## src/rtl/muldiv_pkg.sv

```systemverilog
// Shared types for the multi-cycle multiply/divide sequencer.
package muldiv_pkg;

  typedef enum logic [1:0] {
    MULT  = 2'd0,
    MULTU = 2'd1,
    DIV   = 2'd2,
    DIVU  = 2'd3
  } muldiv_op_t;

  typedef enum logic [1:0] {
    IDLE = 2'd0,
    RUN  = 2'd1,
    FIX  = 2'd2,
    DONE = 2'd3
  } muldiv_state_t;

  localparam int MULDIV_WIDTH = 32;

endpackage

```

## src/rtl/muldiv_step.sv

```systemverilog
// One combinational iteration: shift-add multiply or restoring divide on magnitudes.
module muldiv_step #(
  parameter int WIDTH = 32
) (
  input  logic               is_div,
  input  logic [2*WIDTH-1:0] acc,
  input  logic [WIDTH-1:0]   operand,
  output logic [2*WIDTH-1:0] next_acc
);

  logic [WIDTH:0]     sum;
  logic [WIDTH:0]     rem_s;
  logic [WIDTH-1:0]   quot_s;
  logic [WIDTH:0]     trial;

  always_comb begin
    // Multiply: acc = {product_hi, multiplier/product_lo}; the add carry is shifted back in.
    sum    = {1'b0, acc[2*WIDTH-1:WIDTH]} + (acc[0] ? {1'b0, operand} : '0);
    // Divide: acc = {rem, quot}; the shifted remainder needs one extra bit.
    rem_s  = acc[2*WIDTH-1:WIDTH-1];
    quot_s = {acc[WIDTH-2:0], 1'b0};
    trial  = rem_s - {1'b0, operand};

    next_acc = {sum, acc[WIDTH-1:1]};
    if (is_div) begin
      if (trial[WIDTH])
        next_acc = {rem_s[WIDTH-1:0], quot_s};
      else
        next_acc = {trial[WIDTH-1:0], quot_s[WIDTH-1:1], 1'b1};
    end
  end

endmodule

```

## src/rtl/muldiv_sequencer.sv

```systemverilog
// MULT/MULTU/DIV/DIVU sequencer: one bit per clock, sign fix-up, then HI/LO update.
module muldiv_sequencer
  import muldiv_pkg::*;
#(
  parameter int WIDTH = MULDIV_WIDTH
) (
  input  logic             clk,
  input  logic             reset,
  input  logic             start,
  input  muldiv_op_t       op,
  input  logic [WIDTH-1:0] a,
  input  logic [WIDTH-1:0] b,
  output logic             busy,
  output logic             done,
  output logic             dz,
  output logic [WIDTH-1:0] hi,
  output logic [WIDTH-1:0] lo
);

  localparam int CNT_W = $clog2(WIDTH) + 1;

  muldiv_state_t      state;
  logic [CNT_W-1:0]   cnt;
  logic [2*WIDTH-1:0] acc;
  logic [WIDTH-1:0]   operand;
  logic               sign_a;
  logic               sign_b;
  logic               is_div;

  logic               op_signed;
  logic               op_div;
  logic               in_sa;
  logic               in_sb;
  logic [WIDTH-1:0]   in_ma;
  logic [WIDTH-1:0]   in_mb;

  logic [2*WIDTH-1:0] step_acc;
  logic [2*WIDTH-1:0] prod_s;
  logic               neg;
  logic [WIDTH-1:0]   fix_hi;
  logic [WIDTH-1:0]   fix_lo;
  logic               fix_dz;

  always_comb begin
    op_signed = (op == MULT) || (op == DIV);
    op_div    = (op == DIV) || (op == DIVU);
    in_sa     = op_signed & a[WIDTH-1];
    in_sb     = op_signed & b[WIDTH-1];
    in_ma     = in_sa ? -a : a;
    in_mb     = in_sb ? -b : b;
  end

  muldiv_step #(.WIDTH(WIDTH)) u_step (
    .is_div   (is_div),
    .acc      (acc),
    .operand  (operand),
    .next_acc (step_acc)
  );

  // Divide-by-zero skips RUN, so acc[WIDTH-1:0] still holds |a| and re-signing it restores a.
  always_comb begin
    neg    = sign_a ^ sign_b;
    prod_s = neg ? -acc : acc;
    fix_hi = prod_s[2*WIDTH-1:WIDTH];
    fix_lo = prod_s[WIDTH-1:0];
    fix_dz = 1'b0;
    if (is_div) begin
      if (operand == '0) begin
        fix_hi = sign_a ? -acc[WIDTH-1:0] : acc[WIDTH-1:0];
        fix_lo = '1;
        fix_dz = 1'b1;
      end else begin
        fix_hi = sign_a ? -acc[2*WIDTH-1:WIDTH] : acc[2*WIDTH-1:WIDTH];
        fix_lo = neg ? -acc[WIDTH-1:0] : acc[WIDTH-1:0];
      end
    end
  end

  always_ff @(posedge clk or posedge reset) begin
    if (reset) begin
      state   <= IDLE;
      cnt     <= '0;
      acc     <= '0;
      operand <= '0;
      sign_a  <= 1'b0;
      sign_b  <= 1'b0;
      is_div  <= 1'b0;
      dz      <= 1'b0;
      hi      <= '0;
      lo      <= '0;
    end else begin
      case (state)
        IDLE, DONE: begin
          state <= IDLE;
          if (start) begin
            sign_a  <= in_sa;
            sign_b  <= in_sb;
            is_div  <= op_div;
            cnt     <= '0;
            operand <= op_div ? in_mb : in_ma;
            acc     <= {{WIDTH{1'b0}}, (op_div ? in_ma : in_mb)};
            state   <= (op_div && (b == '0)) ? FIX : RUN;
          end
        end
        RUN: begin
          acc <= step_acc;
          cnt <= cnt + 1'b1;
          if (cnt == CNT_W'(WIDTH - 1))
            state <= FIX;
        end
        FIX: begin
          hi    <= fix_hi;
          lo    <= fix_lo;
          dz    <= fix_dz;
          state <= DONE;
        end
        default: state <= IDLE;
      endcase
    end
  end

  assign busy = (state == RUN) || (state == FIX);
  assign done = (state == DONE);

endmodule

```

## config.mk

```make
export PLATFORM = sky130hd
export DESIGN_NAME = muldiv_sequencer
export DESIGN_NICKNAME = d
export VERILOG_FILES = /design/src/rtl/muldiv_pkg.sv /design/src/rtl/muldiv_step.sv /design/src/rtl/muldiv_sequencer.sv
export SDC_FILE = /design/constraint.sdc
export NUM_CORES = 1
export LEC_CHECK = 0
export BUFFER_PORTS_ARGS = -buffer_cell sky130_fd_sc_hd__buf_2
export CAP_MARGIN = 20
export CORE_ASPECT_RATIO = 0.8
export CORE_MARGIN = 1
export CORE_UTILIZATION = 56
export DETAILED_ROUTE_END_ITERATION = 8
export PLACE_DENSITY_LB_ADDON = 0.08
export SLEW_MARGIN = 20
export SYNTH_ARGS = -nofsm -noshare
export SYNTH_HDL_FRONTEND = slang
export SYNTH_SLANG_ARGS = --single-unit
export TNS_END_PERCENT = 100
```

## constraint.sdc

```tcl
create_clock -name clk -period 4.7 [get_ports clk]
set_input_delay 0.235 -clock clk [delete_from_list [all_inputs] [get_ports clk]]
set_output_delay 0.235 -clock clk [all_outputs]
set_load 0.02 [all_outputs]
```

== Yosys cells after proc, flatten, opt, wreduce, memory -nomap -nowiden ==
Cells that the tools add are included.
Word-level totals
  register bits after elaboration: 172
  word-level logic and storage cells: 66
  bits of input ports: 69
Operators by class
  add/sub/neg operators: 8
  equality and inequality tests: 8
  reduce and logical (&&, ||, !) cells: 12
  bitwise gates (word level): 3
  muxes and demuxes: 25
Operator list (count)
  $mux 32: 12
  $mux 64: 4
  $neg 32->32: 4
  $pmux 64 s2: 1
  $logic_not 32->1: 2
  $neg 64->64: 1
  $add 32x33->33: 1
  $sub 33x32->33: 1
  $pmux 6 s2: 1
  $eq 2x2->1 const B: 4
  $add 6x1->6 const B: 1
  $eq 6x5->1 const B: 1
  $mux 2: 3
  $mux 6: 1
  $pmux 2 s3: 1
  $logic_not 2->1: 2
  $ne 2x2->1 const B: 2
  $reduce_and 2->1: 2
  $logic_or 1x1->1: 3
  $and 1x1->1: 2
  $eq 2x1->1 const B: 1
  $mux 1: 2
  $reduce_bool 2->1: 1
  $reduce_or 2->1: 1
  2 further kinds: 2

== Longest topological paths before layout ==
Gate-level depths: netlist of run 1.
  depth in word-level cells: 7
  mapped depth: 15

== Hierarchy ==
Synthesis of run 1 repeated with hierarchy kept, for this count alone.
Second synthesis, totals
  cell total of the unflattened synthesis: 2134
  area total of the unflattened synthesis: 16754.8 um^2
By module, submodules not included
  muldiv_sequencer: area an instance 12164.2 um^2, seq. area each 4304.1 um^2, cells an instance 1471, instances 1
  muldiv_step: area an instance 4590.7 um^2, seq. area each 0.0 um^2, cells an instance 663, instances 1

== Least setup slack after synthesis of run 1 ==
OpenSTA, ideal clock, no wires.
  kind: reg-to-reg
  start: register acc[0]
  end: register acc[48]
  path slack: 1372 ps
  library setup time: 133 ps
  data required time: 4567 ps
  cell stages (with the launch flop): 15
  period minus slack after synthesis: 3328 ps
  data arrival time: 3194 ps
  path buffers: 2
  cells stage by stage: dfrtp_1 clkbuf_1 inv_1 clkbuf_1 nor2_1 ha_1 o211ai_1 o21ai_0 o2111ai_1 a21oi_1 a2111oi_0 o21ai_0 xnor2_1 a22oi_1 o21ai_0
Between the ends
  cells in the longest elaborated chain, start to end: 4
RTL lines
  start: declaration: RTL line muldiv_sequencer.sv:24  | logic [2*WIDTH-1:0] acc;
  start signal: assignment: RTL line muldiv_sequencer.sv:101  | acc <= {{WIDTH{1'b0}}, (op_div ? in_ma : in_mb)};
  start signal: assignment: RTL line muldiv_sequencer.sv:106  | acc <= step_acc;
  $mux 32: RTL line muldiv_step.sv:18  | sum = {1'b0, acc[2*WIDTH-1:WIDTH]} + (acc[0] ? {1'b0, operand} : '0);
  $add 32x33->33: RTL line muldiv_step.sv:18
  $mux 64: RTL line muldiv_step.sv:25  | if (is_div) begin
  $pmux 64 s2: RTL line muldiv_sequencer.sv:92  | case (state)
Every way passes these cells.
A chain may end at the register's enable or synchronous reset.

== Worst setup path in the final report of run 1 ==
  start: register acc[31]
  end: register acc[59]
Between the ends
  cells in the longest elaborated chain, start to end: 4
RTL lines
  $sub 33x32->33: RTL line muldiv_step.sv:22  | trial = rem_s - {1'b0, operand};
  $mux 64: RTL line muldiv_step.sv:26  | if (trial[WIDTH])
  $mux 64: RTL line muldiv_step.sv:25
  $pmux 64 s2: RTL line muldiv_sequencer.sv:92
Every way passes these cells.

==> metrics.csv, run 1 <==
stage,metric,value,unit
drt,violation count after the first detailed-route iteration,1876,
drt,DR pass1 iterations,8,
final_layout,synth-to-layout area growth,8.95,%
timing,max_slew headroom,31.5,%
yosys,"Top FF cell, synth",dfrtp_1,
setup_path,crit start category,flip-flop,
clock_network,CTS buffer count,17,
final_layout,Seq. cell area,0.00431,mm^2
floorplan,# IOs,136,
clock_network,clock tree buffer depth,2,
timing,Setup-failing EPs final,0,
clock_network,CTS tree,yes,
timing,min Tclk post-route,4.10,ns
drt,Vias,16300,
grt,overall routing resource usage,38.0,%
setup_path,slowest CP cell,nor3_1,
clock_network,clock latency on the worst-skew pair,0.45,ns
setup_path,Crit Path Class,flip-flop to flip-flop,
timing,FMAX,0.244,GHz
timing,Final Cycle Share,87.3,%
grt,largest net degree at the start of global routing,173,
timing,Final Max Slew Viols,0,
timing,slew at the pin closest to its max-slew limit,1.00,ns
floorplan,Die X,191,um
yosys,Mapped Area,0.0161,mm^2
yosys,Mapped Cells,2094,
yosys,post-synthesis net count,2237,
drt,Post-route DRC,0,
grt,global-route wire length before repair,85.4,mm
clock_network,Root Buffer,clkbuf_16,
final_layout,fin cells,2510,
timing,clk_skew,0.0162,ns
grt,initial antenna violation count,2,
setup_path,Crit path top cell by count,nor3_1,
run_status,status,completed,
clock_network,CTS-repair resized insts,0,
floorplan,Core Area,0.0283,mm^2
yosys,Post-synth EDFFs,0,
yosys,Synth Area per Inst,7.68,um^2
placed_design,placed wire-length estimate,42.4,mm
clock_network,clk sinks,172,
drt,WL final,56.0,mm
run,MaxCap Viol Count,0,
final_layout,Nets,2271,
floorplan,DIE AREA,0.0294,mm^2
setup_path,Critical Path RT,5.04,ns
setup_path,CP Capture Type,flip-flop,
setup_path,crit path DAT,4.44,ns
power,Pleak,7.39,nW
timing,Fin Setup TNS,0,ns
placed_design,Post-Place Cells,2477,
clock_network,H-tree levels,4,
power,PD cells,822,mW/mm^2
yosys,Cell variety after synth,84,
setup_path,slowest cell delay on critical path,0.69,ns
timing,Final Hold Viols,0,
yosys,"FF+latch count, synth",172,
setup_path,Worst path top cell family by delay,simple AND/OR/NAND/NOR gates,
grt,"Remaining Overflow, GRT",0,
grt,number of global-route vias before repair,14400,
drt,Avg WL per Cell,22.3,um
power,total power,14.4,mW
drt,ANT nets after route,0,
drt,vias per inst,6.51,
final_layout,layout cell share with drive strength beyond 1,11.9,%
setup_path,CP Max Fanout,14,
final_layout,area of the multi-input gates,0.0109,mm^2
setup_path,Buffers & Inverters on Critical Path,2,
floorplan,initial cell density of the core,56.9,%
final_layout,FILL cells,2624,
yosys,ys async rst share,100,%
yosys,warning count from the yosys run,0,
power,Worst VDD drop,0.548,mV
clock_network,clock transition at the registers of the reported paths,0.08,ns
worst_hold_path,Min-Delay Path Class,input port to flip-flop,
timing,RSZ-0062 raised after global routing,no,
floorplan,Die Span Y,154,um
setup_path,Worst R2R Setup Slack,0.60,ns
placed_design,Final Wtd Congestion,0.966,
floorplan,FP Rows,55,
yosys,post-synthesis sequential area ratio,26.8,%
placed_design,IO buf count,135,
final_layout,ant diodes,0,
setup_path,crit path cell chain,inv_1 > ha_1 > fa_1 > nor2b_1 > o2111ai_1 > and4_1 > or3_1 > a21oi_1 > nor3_1 > buf_4 > nor3_1 > nand2_1 > a32o_1,
per-stage QoR:
step | utilization [%] | setup slack (ns) | hold WS, ns | cell area, um^2
CTS | 61.8 | 0.719 | 0.125 | 17500
floorplan | - | 1.37 | 0.385 | 16100
global placement | 59.8 | 0.878 | 0.472 | 16900
global route | 61.9 | 0.414 | 0.151 | 17500
detailed placement | 59.8 | 0.738 | 0.483 | 16900
finish | 61.9 | 0.595 | 0.138 | 17500
metal layers:
metal	vias up	GRT usage [%]	routed length, um
li1	7573	-	-
met1	7733	57.0	25400
met2	902	53.1	22700
met3	121	8.74	6220
met4	4	12.1	1720
met5	-	0	24
Yosys cell counts, types with 20 or more instances:
library cell,n,area [um^2]
or3_1,25,156
o221ai_1,22,193
xor2_1,103,902
nor2_1,222,833
nand3_1,30,150
o31ai_1,25,188
nand2_1,214,803
nor3_1,54,270
a31oi_1,30,188
dfrtp_1,172,4300
ha_1,72,901
o22a_1,27,236
nand2b_1,20,125
a211oi_1,21,158
o211ai_1,24,180
xnor2_1,129,1130
inv_1,67,251
clkbuf_1,124,465
a21oi_1,203,1020
mux2i_1,43,430
o21ai_0,174,871
worst paths after layout:
path / start / to / cells past startpoint
min: start / state[1] / 3
max in group asynchronous: reset / sign_a / 5
min reg2reg: hi[26] / hi[26] / 2
min in group asynchronous: reset / acc[56] / 4
max reg2reg: acc[31] / acc[59] / 13
max: acc[31] / acc[59] / 13
worst register-to-register path, cell delays in order (launching register included):
cell and delay, ns:
dfrtp_1 0.48, inv_1 0.14, ha_1 0.25, fa_1 0.41, nor2b_1 0.16, o2111ai_1 0.16
and4_1 0.24, or3_1 0.40, a21oi_1 0.28, nor3_1 0.08, buf_4 0.20, nor3_1 0.69
nand2_1 0.17, a32o_1 0.31
where the power goes:
part           internal (mW)  total [mW]  switching, mW
combinational           3.67        9.69           6.02
clock                  0.752        1.47          0.713
sequential              2.15        3.25           1.10
total                   6.57        14.4           7.83
flip-flops by register name (all words and copies together) (netlist names):
register  cells
lo           32
state         2
dz            1
sign_a        1
acc          64
hi           32
operand      32
sign_b        1
cnt           6
is_div        1
kinds of logic after synthesis:
| family | Yosys count | share of synthesized area (%) |
|---|---|---|
| xor+xnor | 232 | 12.6 |
| simple gates | 676 | 19.7 |
| compound gates | 657 | 25.6 |
| mux | 60 | 3.94 |
| buf+inv | 223 | 5.47 |
| flops | 172 | 26.8 |
| fa+ha+maj | 74 | 5.85 |
timing repair:
item / in CTS / in global routing
endpoints found under the hold margin: 0 / 64
endpoints found under the setup margin: 0 / 0
hold buffers: 0 / 1
buffers inserted: 0 / 0
cells in the final DEF (no fill, tap or decap), types with 21 or more instances in the layout:
master,count
nor2_1,221
nand2_1,213
a21oi_1,203
o21ai_0,174
dfrtp_1,170
buf_2,135
xnor2_1,129
xor2_1,102
ha_1,71
inv_1,66
nor3_1,54
mux2i_1,43
buf_4,31
a31oi_1,30
nand3_1,30
o22a_1,27
or3_1,25
o31ai_1,25
o211ai_1,24
o221ai_1,22
a211oi_1,21
area by class of cell:
type                    instances  area share [%]
clock buffers                  18            2.45
clock inverters                13           0.850
inverters                      69            1.50
repair buffers                169            5.51
well taps                     370            2.64
multi-input cells            1699            62.5
flip-flops and latches        172            24.6
Power figures use the tool's default switching activity.
==> run 2, diff against run 1 <==
--- a/config.mk
+++ b/config.mk
@@ -12,6 +12,8 @@
 export CORE_UTILIZATION = 56
 export DETAILED_ROUTE_END_ITERATION = 8
 export PLACE_DENSITY_LB_ADDON = 0.08
+export RECOVER_POWER = 50
+export SETUP_SLACK_MARGIN = 0.5
 export SLEW_MARGIN = 20
 export SYNTH_ARGS = -nofsm -noshare
 export SYNTH_HDL_FRONTEND = slang
==> metrics.csv, run 2 (synthesis results as in run 1) <==
stage,metric,value,unit,change
floorplan,Die X,191,um,unchanged
drt,ANT nets after route,0,,unchanged
drt,DR pass1 iterations,6,,was 8
worst_hold_path,hold path cells,3,,unchanged
timing,RSZ-0062 raised after global routing,no,,unchanged
setup_path,worst r2r src,acc[31],,unchanged
final_layout,"Core Util, Final",61.6,%,was 61.9%
placed_design,Setup WS pre-CTS,0.738,ns,unchanged
grt,overall routing resource usage,38.0,%,unchanged
drt,Post-route DRC,0,,unchanged
final_layout,FILL cells,2670,,"was 2,624"
floorplan,initial cell density of the core,56.9,%,unchanged
grt,global-route wire length before repair,85.4,mm,unchanged
setup_path,Critical Path RT,4.98,ns,was 5.04 ns
placed_design,Post-Place Cells,2477,,unchanged
placed_design,placed wire-length estimate,42.4,mm,unchanged
clock_network,clk sinks,172,,unchanged
timing,Final Hold Slack,0.137,ns,was 0.138 ns
clock_network,clock latency on the worst-skew pair,0.45,ns,about the same
timing,clk_skew,0.0162,ns,about the same
grt,initial antenna violation count,2,,unchanged
setup_path,CP Max Fanout,18,,was 14
setup_path,Crit Path Class,flip-flop to flip-flop,,unchanged
power,Worst VDD drop,0.551,mV,was 0.548 mV
power,Pleak,7.19,nW,was 7.39 nW
setup_path,RR Endpoint,acc[37],,was acc[59]
setup_path,crit start category,flip-flop,,unchanged
clock_network,clock tree buffer depth,2,,unchanged
clock_network,H-tree levels,4,,unchanged
final_layout,"commonest non-fill, non-tap cell in the layout",nor2_1,,unchanged
clock_network,clock transition at the registers of the reported paths,0.08,ns,about the same
timing,Final Max Slew Viols,65,,was 0
drt,Avg WL per Cell,22.4,um,was 22.3 um
final_layout,ant diodes,0,,unchanged
final_layout,max reg flops,64,,unchanged
clock_network,Root Buffer,clkbuf_16,,unchanged
floorplan,FP Rows,55,,unchanged
power,total power,14.4,mW,about the same
placed_design,Placement Cell Area,0.0169,mm^2,unchanged
final_layout,fin cells,2510,,unchanged
timing,fin worst setup slack,0.657,ns,was 0.595 ns
clock_network,CTS tree,yes,,unchanged
grt,largest net degree at the start of global routing,173,,unchanged
timing,max_slew headroom,-100,%,was 31.5%
final_layout,Final Cell Area,0.0174,mm^2,was 0.0175 mm^2
run_status,status,finished with violations,,was completed
final_layout,Top reg by flops,acc,,unchanged
run,MaxCap Viol Count,1,,was 0
final_layout,most frequent cells in the layout,"221 x nor2_1, 213 x nand2_1, 203 x a21oi_1",,unchanged
grt,number of global-route vias before repair,14400,,unchanged
setup_path,crit path DAT,4.32,ns,was 4.44 ns
placed_design,Final Wtd Congestion,0.966,,unchanged
setup_path,Worst R2R Setup Slack,0.66,ns,was 0.60 ns
setup_path,CP Capture Type,flip-flop,,unchanged
floorplan,# IOs,136,,unchanged
worst_hold_path,Min-Delay Path Class,input port to flip-flop,,unchanged
floorplan,Core Area,0.0283,mm^2,unchanged
power,PD cells,823,mW/mm^2,was 822 mW/mm^2
drt,WL final,56.2,mm,was 56.0 mm
run_status,failing checks,"max-capacitance violations, max-slew violations",,
final_layout,synth-to-layout area growth,8.41,%,was 8.95%
timing,Final Cycle Share,86.0,%,was 87.3%
final_layout,Nets,2271,,unchanged
timing,min Tclk post-route,4.04,ns,was 4.10 ns
timing,slew at the pin closest to its max-slew limit,3.01,ns,was 1.00 ns
floorplan,Die Span Y,154,um,unchanged
drt,vias per inst,6.51,,about the same
clock_network,CTS buffer count,17,,unchanged
drt,violation count after the first detailed-route iteration,1992,,"was 1,876"
worst_hold_path,hold_sp,start,,unchanged
timing,FMAX,0.247,GHz,was 0.244 GHz
grt,"Remaining Overflow, GRT",0,,unchanged
placed_design,IO buf count,135,,unchanged
timing,Fin Setup TNS,0,ns,unchanged
floorplan,DIE AREA,0.0294,mm^2,unchanged
timing,Final Hold Viols,0,,unchanged
timing,Setup-failing EPs final,0,,unchanged
worst_hold_path,Hold Path End,state[1],,unchanged
final_layout,layout cell share with drive strength beyond 1,8.83,%,was 11.9%
drt,Vias,16300,,about the same
setup_path,reg2reg path depth,13,,unchanged
-- run 2: what timing repair did --
action | CTS | global route
hold buffers | 0 | 1
setup endpoints to repair | 0 | 3
buffers inserted | 0 | 0
hold endpoints to repair | 0 | 64
resized for setup | 0 | 2
-- run 2: worst max-delay path, cell delays in order, from the launching register on --
cell,delay (ns)
dfrtp_1,0.48
inv_1,0.14
ha_1,0.25
fa_1,0.41
nor2b_1,0.17
o2111ai_1,0.16
and4_1,0.24
or3_1,0.41
a21oi_1,0.28
nor3_1,0.08
buf_4,0.20
nor2_4,0.62
mux2i_1,0.30
o21ai_0,0.11
-- run 2: worst max-delay path by stage --
stage / to / startpoint / cells after the start
after floorplan: acc[48] / acc[0] / 14
after global placement: acc[59] / acc[31] / 13
final: acc[37] / acc[31] / 13
after detailed placement: acc[59] / acc[31] / 13
after global routing: acc[61] / acc[31] / 13
after CTS: acc[59] / acc[31] / 13
-- run 2: where the power goes --
group / switching (mW) / internal [mW]
clock: 0.714 / 0.752
combinational: 6.02 / 3.60
sequential: 1.11 / 2.15
total: 7.85 / 6.50
-- run 2: metal layers --
layer	wire length [um]	GRT usage [%]	vias to the layer above
met2	22800	53.1	900
met3	6320	8.74	115
met4	1720	12.1	4
met5	24	0	-
met1	25400	57.0	7751
li1	-	-	7564
-- run 2: layout make-up --
cell class / count / area [um^2] / area share [%]
Clock buffer: 18 / 429 / 2.46
Multi-Input combinational cell: 1699 / 10900 / 62.8
Sequential cell: 172 / 4310 / 24.7
Timing Repair Buffer: 169 / 873 / 5.01
Tap cell: 370 / 463 / 2.66
Clock inverter: 13 / 149 / 0.854
Inverter: 69 / 263 / 1.51
==> run 3, diff against run 2 <==
--- a/config.mk
+++ b/config.mk
@@ -13,9 +13,10 @@
 export DETAILED_ROUTE_END_ITERATION = 8
 export PLACE_DENSITY_LB_ADDON = 0.08
 export RECOVER_POWER = 50
-export SETUP_SLACK_MARGIN = 0.5
+export SETUP_SLACK_MARGIN = 0.02
 export SLEW_MARGIN = 20
 export SYNTH_ARGS = -nofsm -noshare
 export SYNTH_HDL_FRONTEND = slang
+export SYNTH_HIERARCHICAL = 1
 export SYNTH_SLANG_ARGS = --single-unit
 export TNS_END_PERCENT = 100
==> metrics.csv, run 3 <==
stage,metric,value,unit,change
run_status,status,finished with violations,,unchanged
run_status,failing checks,"max-capacitance violations, max-slew violations",,unchanged
grt,overall routing resource usage,39.2,%,was 38.0%
setup_path,Crit Path Class,flip-flop to flip-flop,,unchanged
clock_network,Root Buffer,clkbuf_16,,unchanged
worst_hold_path,hold path cells,3,,unchanged
drt,Max Used Layer,met4,,was met5
drt,Vias,17400,,"was 16,300"
timing,RSZ-0062 raised after global routing,no,,unchanged
yosys,"Top FF cell, synth",dfrtp_1,,unchanged
floorplan,Core Area,0.0294,mm^2,was 0.0283 mm^2
timing,Final Max Slew Viols,174,,was 65
yosys,top-count cell post-synth,nand2_1,,was nor2_1
floorplan,Die X,195,um,was 191 um
yosys,Yosys top cell by area,dfrtp_1,,unchanged
timing,slew at the pin closest to its max-slew limit,3.24,ns,was 3.01 ns
timing,Final Cycle Share,82.6,%,was 86.0%
yosys,ys async rst share,100,%,unchanged
yosys,post-synthesis net count,2277,,"was 2,237"
placed_design,Placement Cell Area,0.0177,mm^2,was 0.0169 mm^2
placed_design,Final Wtd Congestion,0.975,,was 0.966
yosys,"FF+latch count, synth",172,,unchanged
clock_network,CTS buffer count,17,,unchanged
clock_network,clock transition at the registers of the reported paths,0.08,ns,about the same
drt,DR pass1 iterations,6,,unchanged
drt,vias per inst,6.76,,was 6.51
floorplan,initial cell density of the core,57.1,%,was 56.9%
final_layout,Top reg by flops,acc,,unchanged
clock_network,Setup Buffers After CTS,0,,unchanged
drt,Avg WL per Cell,23.6,um,was 22.4 um
clock_network,CTS Hold Buffers Added,0,,unchanged
setup_path,crit path DAT,4.19,ns,was 4.32 ns
yosys,Mapped Cells,2134,,"was 2,094"
timing,max_slew headroom,-116,%,was -100%
timing,Setup-failing EPs final,0,,unchanged
clock_network,clock latency on the worst-skew pair,0.45,ns,about the same
floorplan,FP Rows,56,,was 55
grt,number of global-route vias before repair,15600,,"was 14,400"
final_layout,Nets,2321,,"was 2,271"
yosys,Cell variety after synth,99,,was 84
final_layout,layout cell share with drive strength beyond 1,12.7,%,was 8.83%
timing,min Tclk post-route,3.88,ns,was 4.04 ns
placed_design,placed wire-length estimate,45.2,mm,was 42.4 mm
drt,metal2 WL,25.1,mm,was 22.8 mm
setup_path,slowest cell delay on critical path,0.47,ns,was 0.62 ns
floorplan,# IOs,136,,unchanged
setup_path,Critical Path RT,5.01,ns,was 4.98 ns
setup_path,CP Max Fanout,24,,was 18
yosys,Synth Area per Inst,7.85,um^2,was 7.68 um^2
final_layout,most frequent cells in the layout,"248 x nand2_1, 171 x dfrtp_1, 149 x nor2_1",,"was 221 x nor2_1, 213 x nand2_1, 203 x a21oi_1"
drt,Post-route DRC,0,,unchanged
run,MaxCap Viol Count,2,,was 1
clock_network,clk sinks,172,,unchanged
yosys,Synth top area share,25.7,%,was 26.8%
grt,global-route wire length before repair,92.5,mm,was 85.4 mm
power,Worst VDD drop,0.419,mV,was 0.551 mV
power,PD cells,902,mW/mm^2,was 823 mW/mm^2
drt,wire length on met3,6.73,mm,was 6.32 mm
clock_network,CTS tree,yes,,unchanged
worst_hold_path,Min-Delay Path Class,input port to flip-flop,,unchanged
clock_network,CTS-repair resized insts,0,,unchanged
yosys,Post-synth EDFFs,0,,unchanged
final_layout,"commonest non-fill, non-tap cell in the layout",nand2_1,,was nor2_1
placed_design,IO buf count,135,,unchanged
setup_path,CP Capture Type,flip-flop,,unchanged
setup_path,Worst path depth,15,,was 13
setup_path,slowest CP cell,dfrtp_1,,was nor2_4
yosys,Mapped Area,0.0168,mm^2,was 0.0161 mm^2
timing,Fin Setup TNS,0,ns,unchanged
final_layout,synth-to-layout area growth,8.90,%,was 8.41%
grt,"Remaining Overflow, GRT",0,,unchanged
final_layout,Final Cell Area,0.0182,mm^2,was 0.0174 mm^2
clock_network,clock tree buffer depth,2,,unchanged
power,Pleak,7.79,nW,was 7.19 nW
final_layout,FILL cells,2678,,"was 2,670"
floorplan,DIE AREA,0.0306,mm^2,was 0.0294 mm^2
drt,M1 wire length,26.3,mm,was 25.4 mm
final_layout,ant diodes,0,,unchanged
timing,FMAX,0.258,GHz,was 0.247 GHz
drt,WL final,60.6,mm,was 56.2 mm
setup_path,Worst path top cell family by delay,compound AO/OA/AOI/OAI gates,,was simple AND/OR/NAND/NOR gates
final_layout,max reg flops,64,,unchanged
setup_path,Buffers & Inverters on Critical Path,2,,unchanged
clock_network,H-tree levels,4,,unchanged
floorplan,Die Span Y,157,um,was 154 um
timing,Final Hold Viols,0,,unchanged
yosys,post-synthesis sequential area ratio,25.7,%,was 26.8%
setup_path,crit path cell chain,inv_1 > ha_1 > fa_1 > nand2b_1 > a21oi_1 > o21ai_1 > o21ai_2 > a31oi_4 > a21oi_4 > xor2_4 > buf_12 > mux2i_1 > mux2_2 > nand3_1 > o21ai_0,,was inv_1 > ha_1 > fa_1 > nor2b_1 > o2111ai_1 > and4_1 > or3_1 > a21oi_1 > nor3_1 > buf_4 > nor2_4 > mux2i_1 > o21ai_0
timing,clk_skew,0.0206,ns,was 0.0162 ns
setup_path,crit start category,flip-flop,,unchanged
yosys,synth top area cells,"dfrtp_1 26%, xnor2_1 6.4%, nand2_1 5.6%, ha_1 5.4%, a21oi_1 4.4%",,"was dfrtp_1 27%, xnor2_1 7.0%, a21oi_1 6.3%, xor2_1 5.6%, ha_1 5.6%"
setup_path,reg2reg path depth,15,,was 13
grt,largest net degree at the start of global routing,118,,was 173
drt,ANT nets after route,0,,unchanged
drt,violation count after the first detailed-route iteration,2274,,"was 1,992"
grt,initial antenna violation count,1,,was 2
yosys,top post-synthesis cells by count,"248 x nand2_1, 172 x dfrtp_1, 149 x nor2_1, 148 x a21oi_1, 131 x clkbuf_1",,"was 222 x nor2_1, 214 x nand2_1, 203 x a21oi_1, 174 x o21ai_0, 172 x dfrtp_1"
yosys,warning count from the yosys run,6,,was 0
[run 3: cell count changes after synthesis, moves of 22 or more]
cell	before	now
nand3_1	30	71
a21oi_1	203	148
o21ai_0	174	100
mux2_2	16	38
a31oi_1	30	68
and2_1	5	41
nand2_1	214	248
nor2_1	222	149
[run 3: cell type report]
type                            instances  area [um^2]  share of cell area (%)
Multi-Input combinational cell       1722        11600                    63.3
Sequential cell                       172         4310                    23.6
Timing Repair Buffer                  185         1020                    5.57
Tap cell                              377          472                    2.59
Clock buffer                           17          425                    2.33
Inverter                               80          302                    1.65
Clock inverter                         15          168                   0.919
[run 3: worst register-to-register path: stages (launching register included)]
cell,delay (ns)
dfrtp_1,0.47
inv_1,0.12
ha_1,0.25
fa_1,0.40
nand2b_1,0.20
a21oi_1,0.26
o21ai_1,0.20
o21ai_2,0.25
a31oi_4,0.14
a21oi_4,0.25
xor2_4,0.41
buf_12,0.26
mux2i_1,0.11
mux2_2,0.27
nand3_1,0.08
o21ai_0,0.09
[run 3: path summary, 6_finish.rpt]
path	from	endpoint	slack, ns
setup / recovery	acc[31]	acc[32]	0.82
hold / removal	start	state[1]	0.07
setup reg to reg	acc[31]	acc[32]	0.82
hold reg to reg	dz	dz	0.49
max in group asynchronous	reset	is_div	1.37
min in group asynchronous	reset	hi[19]	0.89
[run 3: metal layers]
layer	global-route usage, %	up-vias
met4	16.7	0
li1	-	7891
met2	56.5	1015
met1	55.7	8308
met3	8.97	157
met5	0.644	-
[run 3: stage by stage]
stage               power, mW  cells  hold slack (ns)  utilization [%]  setup slack [ns]
detailed placement       14.6   2536            0.470             60.3             0.873
global placement         14.5   2536            0.460             60.3              1.00
finish                   16.5   2568           0.0669             62.2             0.817
CTS                      16.2   2568          0.00667             62.4             0.866
floorplan                11.3   2134            0.385                -              1.67
global route             17.5   2568           0.0866             62.2             0.631
[run 3: power by group]
| group | internal [mW] | switching (mW) | total, mW |
|---|---|---|---|
| clock | 0.761 | 0.726 | 1.49 |
| combinational | 4.36 | 7.17 | 11.5 |
| sequential | 2.16 | 1.29 | 3.45 |
| total | 7.28 | 9.18 | 16.5 |
[run 3: cell families after synthesis]
kind of cell,share of synthesized area (%)
xor gates and xnor gates,11.0
DFF,25.7
AOI/OAI and AO/OA,24.9
and+or+nand+nor,22.1
muxes,4.96
buffers and inverters,5.70
adders and majority gates,5.62
